**config.mk**
```make
export PLATFORM = sky130hd
export DESIGN_NAME = gray_port_arbiter
export DESIGN_NICKNAME = d
export VERILOG_FILES = /design/src/rtl/gray_arb_pkg.sv /design/src/rtl/rr_pick2.sv /design/src/rtl/gray_port_arbiter.sv
export SDC_FILE = /design/constraint.sdc
export NUM_CORES = 1
export LEC_CHECK = 0
export ABC_AREA = 1
export BUFFER_PORTS_ARGS = -buffer_cell sky130_fd_sc_hd__buf_2
export CORE_MARGIN = 4
export CORE_UTILIZATION = 40
export DETAILED_ROUTE_END_ITERATION = 8
export GPL_ROUTABILITY_DRIVEN = 1
export PLACE_DENSITY = 0.78
export SYNTH_ARGS = -nofsm -noshare
export SYNTH_HDL_FRONTEND = slang
export SYNTH_HIERARCHICAL = 1
export SYNTH_SLANG_ARGS = --single-unit
```
**constraint.sdc**
```tcl
create_clock -name clk -period 1.7 [get_ports clk]
set_input_delay 0.17 -clock clk [delete_from_list [all_inputs] [get_ports clk]]
set_output_delay 0.17 -clock clk [all_outputs]
set_load 0.01 [all_outputs]
```
**src/rtl/gray_arb_pkg.sv**
```systemverilog
// Shared types and constants for the grayscale image memory port arbiter
// and the pixel engines that sit behind it.
package gray_arb_pkg;

  localparam int unsigned GrayAddrW  = 14;
  localparam int unsigned GrayDataW  = 8;
  localparam int unsigned IMG_W      = 128;
  localparam int unsigned IMG_PIXELS = 16384;

  typedef enum logic {
    StIdle,
    StOwn
  } arb_state_e;

endpackage

```
**src/rtl/rr_pick2.sv**
```systemverilog
// Combinational two-way round-robin picker: the requester that did not own
// last wins a tie.
module rr_pick2 (
  input  logic [1:0] req,
  input  logic       last_owner,
  output logic       winner,
  output logic       any_req
);

  always_comb begin
    any_req = |req;
    winner  = (req[0] && req[1]) ? ~last_owner : req[1];
  end

endmodule

```
**src/rtl/gray_port_arbiter.sv**
```systemverilog
// Round-robin, burst-locking arbiter sharing the single-port grayscale memory
// between two pixel engines, with per-transfer read-return routing.
module gray_port_arbiter
  import gray_arb_pkg::*;
#(
  parameter int unsigned ADDR_W    = GrayAddrW,
  parameter int unsigned DATA_W    = GrayDataW,
  parameter int unsigned MAX_BURST = 9
) (
  input  logic              clk,
  input  logic              reset,
  input  logic [1:0]        m_req,
  input  logic [ADDR_W-1:0] m_addr0,
  input  logic [ADDR_W-1:0] m_addr1,
  output logic [1:0]        m_gnt,
  output logic [1:0]        m_rvalid,
  output logic [DATA_W-1:0] m_rdata,
  output logic              gray_req,
  output logic [ADDR_W-1:0] gray_addr,
  input  logic              gray_ready,
  input  logic [DATA_W-1:0] gray_data
);

  localparam logic [7:0] MaxBurstB = 8'(MAX_BURST);

  arb_state_e state_q, state_d;
  logic       owner_q, owner_d;
  logic       last_owner_q, last_owner_d;
  logic [7:0] burst_cnt_q, burst_cnt_d;
  logic       rd_pend_q;
  logic       rd_id_q;

  logic       winner;
  logic       any_req;
  logic       accept;
  logic       release_now;
  logic [7:0] burst_inc;

  rr_pick2 u_pick (
    .req        (m_req),
    .last_owner (last_owner_q),
    .winner     (winner),
    .any_req    (any_req)
  );

  always_comb begin
    m_gnt     = 2'b00;
    gray_req  = 1'b0;
    gray_addr = '0;
    if (state_q == StOwn) begin
      m_gnt     = owner_q ? 2'b10 : 2'b01;
      gray_req  = m_req[owner_q];
      gray_addr = owner_q ? m_addr1 : m_addr0;
    end
    m_rvalid = rd_pend_q ? (rd_id_q ? 2'b10 : 2'b01) : 2'b00;
    m_rdata  = gray_data;
  end

  assign accept      = gray_req & gray_ready;
  assign burst_inc   = burst_cnt_q + 8'd1;
  assign release_now = (state_q == StOwn) &&
                       (!m_req[owner_q] || (accept && burst_inc == MaxBurstB));

  always_comb begin
    state_d      = state_q;
    owner_d      = owner_q;
    last_owner_d = last_owner_q;
    burst_cnt_d  = burst_cnt_q;
    unique case (state_q)
      StIdle: begin
        if (any_req) begin
          state_d      = StOwn;
          owner_d      = winner;
          last_owner_d = winner;
          burst_cnt_d  = 8'd0;
        end
      end
      StOwn: begin
        if (release_now) begin
          // last_owner equals the releasing owner here, so it sinks to lowest priority.
          burst_cnt_d = 8'd0;
          if (any_req) begin
            owner_d      = winner;
            last_owner_d = winner;
          end else begin
            state_d = StIdle;
          end
        end else if (accept) begin
          burst_cnt_d = burst_inc;
        end
      end
      default: state_d = StIdle;
    endcase
  end

  always_ff @(posedge clk or posedge reset) begin
    if (reset) begin
      state_q      <= StIdle;
      owner_q      <= 1'b0;
      last_owner_q <= 1'b1;
      burst_cnt_q  <= 8'd0;
      rd_pend_q    <= 1'b0;
      rd_id_q      <= 1'b0;
    end else begin
      state_q      <= state_d;
      owner_q      <= owner_d;
      last_owner_q <= last_owner_d;
      burst_cnt_q  <= burst_cnt_d;
      rd_pend_q    <= accept;
      if (accept) begin
        rd_id_q <= owner_q;
      end
    end
  end

endmodule

```
Word-level counts from Yosys, hierarchy flattened. Index checks and enable logic that the tools add are counted.

Register bits: 13. Input port bits: 41. Output and inout bits: 27. Logic and storage cells: 45.

Add/subtract/negate cells: 1. Magnitude comparators: 1. Eq/ne operators: 4. Mux-type cells: 23. Bitwise operators: 3. Reduce and logical (&&, ||, !) cells: 7.

Operators by type and width (number): 14-bit two-way mux (2); 8-bit two-way mux (3); 8-bit case mux with 2 select lines (1); 1-bit two-way mux (10); 8-bit by 1-bit adder with 8-bit output (second input constant) (1); 8-bit by 4-bit equality test with 1-bit output (second input constant) (1); 2-bit two-way mux (4); 1-bit case mux with 2 select lines (3); 1-bit logical AND (3); 3-bit by 1-bit != test with 1-bit output (second input constant) (1); 1-bit by 2-bit less-than comparator with 1-bit output (second input constant) (1); 2-bit by 1-bit != test with 1-bit output (second input constant) (1); 2-bit != test (second input constant) (1); 1-bit NOT (2); 2-bit AND reduction (1); 2-bit OR reduction (1); 1-bit bitwise AND (1); 1-bit logical NOT (1); 1-bit logical OR (1).

Depth between registers and ports, before layout. Gate-level depths: netlist (run 1).

Word-level depth: 9. Depth in mapped cells: 12. Depth with buffers taken out: 12.

Hierarchy. The synthesis (run 1) kept the hierarchy.

Modules (own cells, without submodules): gray_port_arbiter (instances 1, cells an instance 130, area each 949.7 sq um, seq. area each 326.6 sq um); rr_pick2 (instances 1, cells an instance 3, area each 15.0 sq um, seq. area each 0.0 sq um).

Least setup slack after synthesis (run 1). No wires, ideal clock.

Path kind: register to register. Start point: register burst_cnt_q[0]. End point: register owner_q. Setup time: 0.118 ns. Data arrival time: 1.367 ns. Data required time: 1.582 ns. Slack: 0.215 ns. Cell stages (with the launch flop): 11. Buffers on the path: 0. Clock period less this slack: 1.485 ns. Path through: dfrtp_1 ha_1 nand3_1 o21ai_0 nand2_1 nor2_1 nand3_2 nand2_2 nand2_1 nand2_1 nand2_1.

Cells in the longest elaborated chain, start to end: 6.

Ends and longest elaborated chain: from (decl) (line gray_port_arbiter.sv:29) `logic [7:0] burst_cnt_q, burst_cnt_d;`; from (signal assigned) (line gray_port_arbiter.sv:108) `burst_cnt_q <= burst_cnt_d;`; 8-bit by 1-bit adder with 8-bit output (line gray_port_arbiter.sv:60) `assign burst_inc = burst_cnt_q + 8'd1;`; 8-bit by 4-bit equality test with 1-bit output (line gray_port_arbiter.sv:62) `(!m_req[owner_q] || (accept && burst_inc == MaxBurstB));`; 1-bit logical AND (line gray_port_arbiter.sv:62); 1-bit logical OR (line gray_port_arbiter.sv:62); 1-bit logical AND (line gray_port_arbiter.sv:61) `assign release_now = (state_q == StOwn) &&`; 2-bit by 1-bit != test with 1-bit output (no line); to (signal assigned) (line gray_port_arbiter.sv:106) `owner_q <= owner_d;`; to (decl) (line gray_port_arbiter.sv:27) `logic owner_q, owner_d;`.

No other way between the ends. A chain may end at the register's enable or synchronous reset.

Worst setup path after layout (run 1).
Start point: register state_q. End point: output gray_addr[5].

Cells in the longest elaborated chain, start to end: 1.

Ends and longest elaborated chain: from (decl) (line gray_port_arbiter.sv:26) `arb_state_e state_q, state_d;`; from (signal assigned) (line gray_port_arbiter.sv:98) `state_q <= StIdle;`; from (signal assigned) (line gray_port_arbiter.sv:105) `state_q <= state_d;`; 14-bit two-way mux (line gray_port_arbiter.sv:50) `if (state_q == StOwn) begin`; to (decl) (line gray_port_arbiter.sv:19) `output logic [ADDR_W-1:0] gray_addr,`.

No other way between the ends.

==> impl_metrics.csv, run 1 <==
group,metric,value,unit
run_status,outcome,"complete, no violations",
worst_hold_path,hold-path-cell-count,4,
detailed_routing,dr.pass1.iters,4,
timing,max_freq,615.6,MHz
floorplanning,fp.coreArea,2255,µm²
layout,antennaDiodeCount,0,
layout,fin_util,0.5705,
worst_setup_path,start_kind,"flop",
clock_network,cts_buffer_depth,2,
worst_setup_path,cp_slowest_cell,"dfrtp_1",
floorplanning,io_pins,68,
layout,drive_above_1_share,0.3989,
worst_hold_path,min_to,"last_owner_q$_DFFE_PP1P_",
detailed_routing,viasPerCell,4.886,
power,vdd_drop_max,0.5272,mV
timing,setup_viol,0,
worst_setup_path,setup.worst_path.class,"flop to output pin",
timing,fin_crit,1624,ps
timing,finalClockSkew,0.7636,ps
global_routing,antenna_found_initial,0,
timing,relSlewSlack,0.6701,
detailed_routing,ant_nets,0,
logic_synthesis,avgSynthCellArea,7.253,µm²
worst_hold_path,hp-class,"primary input to flop",
floorplanning,start_util,0.4279,
global_routing,first_global_vias,946,
worst_setup_path,cp.arrival,1450,ps
floorplanning,die_h,57.11,µm
clock_network,cts_sinks,13,
logic_synthesis,ys_ff_latch,13,
timing,finalCritPeriodShare,0.9556,
clock_network,numCtsBuffers,3,
clock_network,path_clk_slew,80,ps
logic_synthesis,synthesis.area,964.7,µm²
timing,final_max_slew_viol_count,0,
logic_synthesis,synth_top_area_share,0.3113,
logic_synthesis,ys_top_cells_by_area,"dfrtp_1 31%, nand2_1 13%, a22o_1 13%, inv_1 8.9%, buf_4 6.2%",
clock_network,cts_tree,"built",
run,cap_violations,0,
worst_setup_path,r2r_end,"owner_q$_DFFE_PP0P_",
worst_setup_path,crit_chain,"nand2_2 -> clkinvlp_4 -> a22o_1 -> buf_2",
floorplanning,die_w,57.11,µm
detailed_routing,drcViolationCount,0,
worst_setup_path,crit_path_end_kind,"output pin",
logic_synthesis,synth_cell_types,21,
detailed_routing,dr.first_iter.drc_count,33,
logic_synthesis,yosysMostFrequentCell,"nand2_1",
floorplanning,die-area,3262,µm²
detailed_routing,wl_per_cell,13.09,µm
placed_design,dp_hpwl,2.142,mm
power,p_per_area,1155,nW/µm²
detailed_routing,wl,2.761,mm
placed_design,numPortBuffers,51,
worst_setup_path,r2r-start,"burst_cnt_q[1]$_DFFE_PP0P_",
logic_synthesis,synth-edff-count,0,
clock_network,htree_levels,1,
logic_synthesis,synthArstFlopShare,1.000,
logic_synthesis,synth_warnings,6,
global_routing,grtUsageTotal,0.1625,
worst_hold_path,hold_start,"m_req[0]",
power,p_leak,0.0007047,µW
worst_setup_path,crit_fanout,8,
worst_setup_path,cpPeakStageDelay,440,ps
timing,worstMarginPinSlew,494.2,ps
floorplanning,rows,17,
logic_synthesis,seq_area_frac_synth,0.3385,
layout,fin_nets,227,
layout,area_growth,33.33,%
global_routing,grt_overflow_total,0,
timing,finalHoldViolations,0,
logic_synthesis,synth_ff_type,"dfrtp_1",
logic_synthesis,yosysTopAreaCell,"dfrtp_1",
global_routing,grt_max_degree,16,
worst_setup_path,r2r_cells,12,
logic_synthesis,syn_nets,176,
global_routing,grt_pass1_wl,4.195,mm
clock_network,cts_root_buf,"clkbuf_4",
clock_network,clock_latency,280,ps
logic_synthesis,synthTopCellsByCount,"33 x nand2_1, 23 x inv_1, 14 x a22o_1",
detailed_routing,vias,1031,
power,total_power,1485,µW
placed_design,gp_congestion,0.8782,
worst_setup_path,required,1530,ps
worst_setup_path,regToRegSetupSlack,130,ps
logic_synthesis,netlist_instances,133,
metal layers:
layer,global-route usage,part of all wire
met1,0.1872,0.42
met2,0.2741,0.52
met3,0.03167,0.036
met4,0.1026,0.024
met5,0,0
logic make-up (layout without fill, tap and decap cells):
group	count (synthesis)	count (layout)	synth area share
AND/OR/NAND/NOR	58	58	0.2633
buffers and inverters	33	83	0.1595
AO/OA/AOI/OAI	27	27	0.2127
flip-flops	13	13	0.3385
adder cells (fa/ha/maj)	2	2	0.02594
cell usage in the layout (no fill, tap or decap):
master / count
buf_2: 51
nand2_1: 31
inv_1: 20
a22o_1: 14
dfrtp_1: 12
nand3_1: 9
nor2_1: 6
o21ai_0: 5
nand2_2: 4
clkinvlp_4: 4
nor2_2: 3
o22ai_1: 3
clkbuf_4: 3
nand4_1: 2
nand3_2: 2
a21oi_1: 2
buf_4: 2
inv_2: 1
o21a_1: 1
a21oi_4: 1
o21ai_1: 1
ha_1: 1
ha_4: 1
clkbuf_1: 1
dlygate4sd3_1: 1
dfstp_2: 1
or2_1: 1
through the flow:
stage	instances	instance area, µm²	setup TNS (ps)	hold WS [ps]	setup slack (ps)
2_1_floorplan	133	964.7	0	46.24	214.9
5_1_grt	211	1286	-3.798	204.3	-3.798
4_1_cts	208	1231	0	181.9	3.743
3_3_place_gp	203	1195	0	213.1	145.1
6_report	211	1286	0	174.8	75.55
3_5_place_dp	203	1195	0	225.5	56.83
worst max-delay path, delay by kind of cell, from the launching register on:
| family | cells | cell delay (ps) |
|---|---|---|
| AND/OR/NAND/NOR | 1 | 150 |
| flip-flops | 1 | 440 |
| AO/OA/AOI/OAI | 1 | 250 |
| buffers and inverters | 2 | 320 |
sequential cells by signal, summed over array words and instances, names as in the netlist:
| register | count |
|---|---|
| burst_cnt_q | 8 |
| state_q | 1 |
| rd_pend_q | 1 |
| owner_q | 1 |
| rd_id_q | 1 |
| last_owner_q | 1 |
what timing repair did:
item / CTS / global route
hold endpoints to repair: 12 / 0
resized for setup: 0 / 12
setup buffers: 0 / 1
endpoints found under the setup margin: 0 / 23
hold buffers: 1 / 0
layout make-up:
class                      count  area (µm²)
timing repair inverter         2       15.01
timing repair buffer          54       280.3
tap                           28       35.03
clock buffer                   4       26.28
fill                         222       968.4
inverter                      23       93.84
multi-input combinational     87       509.2
sequential                    13       326.6
power breakdown:
group	leakage [µW]	internal [µW]	switching, µW	total (µW)
logic	0.000522	353	485	838
clock network	0.0000150	91.3	113	204
registers	0.000168	377	65.7	443
how the worst max path moves through the flow:
stage | end | slack (ps) | from
finish | gray_addr[5] | 80 | state_q$_DFF_PP0_
global route | owner_q$_DFFE_PP0P_ | -4 | burst_cnt_q[2]$_DFFE_PP0P_
CTS | gray_addr[5] | 4 | owner_q$_DFFE_PP0P_
detailed placement | owner_q$_DFFE_PP0P_ | 60 | burst_cnt_q[0]$_DFFE_PP0P_
global placement | owner_q$_DFFE_PP0P_ | 150 | burst_cnt_q[0]$_DFFE_PP0P_
floorplan | owner_q$_DFFE_PP0P_ | 210 | burst_cnt_q[0]$_DFFE_PP0P_
Note: power is estimated with default switching activity, not from simulation.
==> run 2: changes to the inputs <==
--- a/config.mk
+++ b/config.mk
@@ -8,10 +8,10 @@
 export ABC_AREA = 1
 export BUFFER_PORTS_ARGS = -buffer_cell sky130_fd_sc_hd__buf_2
 export CORE_MARGIN = 4
-export CORE_UTILIZATION = 40
+export CORE_UTILIZATION = 36
 export DETAILED_ROUTE_END_ITERATION = 8
 export GPL_ROUTABILITY_DRIVEN = 1
-export PLACE_DENSITY = 0.78
+export PLACE_DENSITY = 0.75
 export SYNTH_ARGS = -nofsm -noshare
 export SYNTH_HDL_FRONTEND = slang
 export SYNTH_HIERARCHICAL = 1
==> constraint.sdc (replaced) <==
create_clock -name clk -period 1.35 [get_ports clk]
set_input_delay 0.135 -clock clk [delete_from_list [all_inputs] [get_ports clk]]
set_output_delay 0.135 -clock clk [all_outputs]
set_load 0.01 [all_outputs]
==> run 2 against run 1 <==
The flow now finishes with violations (negative setup slack); global-route usage increased by 1.2 points; core utilization is 5.7 points higher; first-iteration DRC count increased by 79%; cell count grew 9.5%; critical endpoint is now burst_cnt_q[0]$_DFFE_PP0P_; clock power rose by 32%; count of clock-buffer cells in the layout unchanged; clock skew up 6.9 ps; cell area rose by 23%; via count grew 15%.
==> impl_metrics.csv, run 2 (same netlist as run 1, synthesis figures left out) <==
group,metric,value,unit
worst_setup_path,crit_chain,"ha_4 -> nand3_2 -> o21ai_1 -> nand2_1 -> nor2_1 -> nand3_2 -> nand2_1 -> o21ai_0",
clock_network,cts_sinks,13,
power,p_leak,0.0008487,µW
clock_network,numCtsBuffers,3,
timing,rsz0062_at_grt,"yes",
detailed_routing,wl_met3,206,µm
run_status,violations,"negative setup slack",
detailed_routing,highest_layer,"met4",
worst_setup_path,setup.worst_path.class,"flop to flop",
placed_design,pre_cts_ws,-205.5,ps
floorplanning,die_h,59.77,µm
timing,setup_viol,26,
worst_setup_path,start_kind,"flop",
timing,holdWs,178.6,ps
clock_network,cts_tree,"built",
clock_network,cts_buffer_depth,2,
global_routing,grt_max_degree,14,
worst_hold_path,hp-class,"primary input to flop",
floorplanning,die_w,59.77,µm
worst_setup_path,crit_path_end_kind,"flop",
worst_setup_path,cp_top_family,"simple AND/OR/NAND/NOR gates",
floorplanning,fp.coreArea,2522,µm²
power,p_per_area,1541,nW/µm²
timing,finalClockSkew,7.632,ps
detailed_routing,viasPerCell,5.113,
layout,fillerInstances,205,
timing,worstMarginPinSlew,502.4,ps
timing,worst_slack,-346.6,ps
timing,max_freq,589.4,MHz
layout,multi_input_area,583.1,µm²
detailed_routing,vias,1181,
layout,area_growth,64.07,%
global_routing,antenna_found_initial,0,
layout,largest_reg_flops,8,
worst_setup_path,cp_slowest_cell,"dfrtp_2",
floorplanning,io_pins,68,
detailed_routing,wl,3.519,mm
layout,layout_common_cells,"48 x buf_2, 27 x nand2_1, 17 x inv_1",
timing,finalCritPeriodShare,1.257,
timing,relSlewSlack,0.6647,
worst_setup_path,cp.arrival,1880,ps
clock_network,path_clk_slew,90,ps
detailed_routing,wl_per_cell,15.23,µm
layout,fin_nets,245,
detailed_routing,ant_nets,0,
detailed_routing,drcViolationCount,0,
global_routing,grtUsageTotal,0.1749,
timing,fin_crit,1697,ps
detailed_routing,wl_met2,1.750,mm
global_routing,first_global_vias,1046,
placed_design,numPortBuffers,51,
worst_setup_path,cpPeakStageDelay,430,ps
floorplanning,die-area,3572,µm²
worst_setup_path,crit_fanout,4,
placed_design,dp_hpwl,2.191,mm
layout,top_register,"burst_cnt_q",
timing,finalHoldViolations,0,
worst_setup_path,required,1530,ps
timing,final_max_slew_viol_count,0,
layout,drive_above_1_share,0.5274,
clock_network,clock_latency,300,ps
detailed_routing,drt-met1-wl,1.416,mm
power,vdd_drop_max,1.003,mV
detailed_routing,dr.pass1.iters,4,
clock_network,htree_levels,1,
placed_design,gp_congestion,0.8779,
run_status,outcome,"complete, but fails checks",
run,cap_violations,0,
clock_network,cts_root_buf,"clkbuf_4",
floorplanning,start_util,0.3824,
worst_setup_path,cp_num_buf_inv,0,
floorplanning,rows,18,
global_routing,grt_pass1_wl,4.788,mm
global_routing,grt_overflow_total,0,
layout,seq_area,330.3,µm²
layout,antennaDiodeCount,0,
layout,final_common_cell,"buf_2",
detailed_routing,dr.first_iter.drc_count,59,
-- run 2: changes by cell type in the layout (fill, tap and decap cells not counted), sizes merged --
cell      previous run  this run
buf                 53        73
clkinvlp             4         0
inv                 21        23
-- run 2: worst reg2reg max path: cells and delay by family (launching register included) --
kind	cells	cell delay [ps]
AO/OA/AOI/OAI	2	260
adder cells (fa/ha/maj)	1	190
flip-flops	1	430
AND/OR/NAND/NOR	5	700
-- run 2: timing repair --
item                                    in CTS  in global routing
endpoints found under the setup margin      26                 29
cloned                                       1                  0
setup buffers                                4                  1
gates resized for setup                     22                 26
pin swaps                                    7                 13
hold buffers                                 1                  0
endpoints found under the hold margin       12                  0
-- run 2: per-stage QoR --
stage                 util  total power (µW)  setup TNS, ps  instance area [µm²]  instances
floorplan                -              1187         -228.5                972.2        133
global placement    0.5303              1702          -1103                 1338        221
detailed placement  0.5303              1714          -1319                 1338        221
CTS                 0.5913              2221          -3523                 1491        231
global route        0.6275              2575          -6726                 1583        231
finish              0.6275              2439          -5756                 1583        231
-- run 2: final cells by class --
class                           count  share of cell area
Multi-Input combinational cell     87              0.3684
Timing Repair Buffer               74              0.3233
Sequential cell                    13              0.2087
Inverter                           23             0.05929
Tap cell                           30             0.02372
Clock buffer                        4             0.01660
-- run 2: final timing paths --
check / from / end / slack (ps) / depth (start not counted)
min in group asynchronous: reset / burst_cnt_q[4]$_DFFE_PP0P_ / 400 / 3
setup reg to reg: burst_cnt_q[1]$_DFFE_PP0P_ / burst_cnt_q[0]$_DFFE_PP0P_ / -350 / 8
hold / removal: m_req[1] / last_owner_q$_DFFE_PP1P_ / 180 / 5
hold reg to reg: last_owner_q$_DFFE_PP1P_ / last_owner_q$_DFFE_PP1P_ / 460 / 2
setup / recovery: burst_cnt_q[1]$_DFFE_PP0P_ / burst_cnt_q[0]$_DFFE_PP0P_ / -350 / 8
max in group asynchronous: reset / last_owner_q$_DFFE_PP1P_ / 590 / 3
-- run 2: report_power, final --
part	internal [µW]	switching (µW)
combinational	838	773
sequential	480	79.5
clock	115	154
total	1430	1010
-- run 2: metal layers --
layer  up-vias  GRT usage
met1       536     0.2365
met3        19    0.01512
met5         -          0
met4         0     0.1013
li1        570          -
met2        56     0.2701
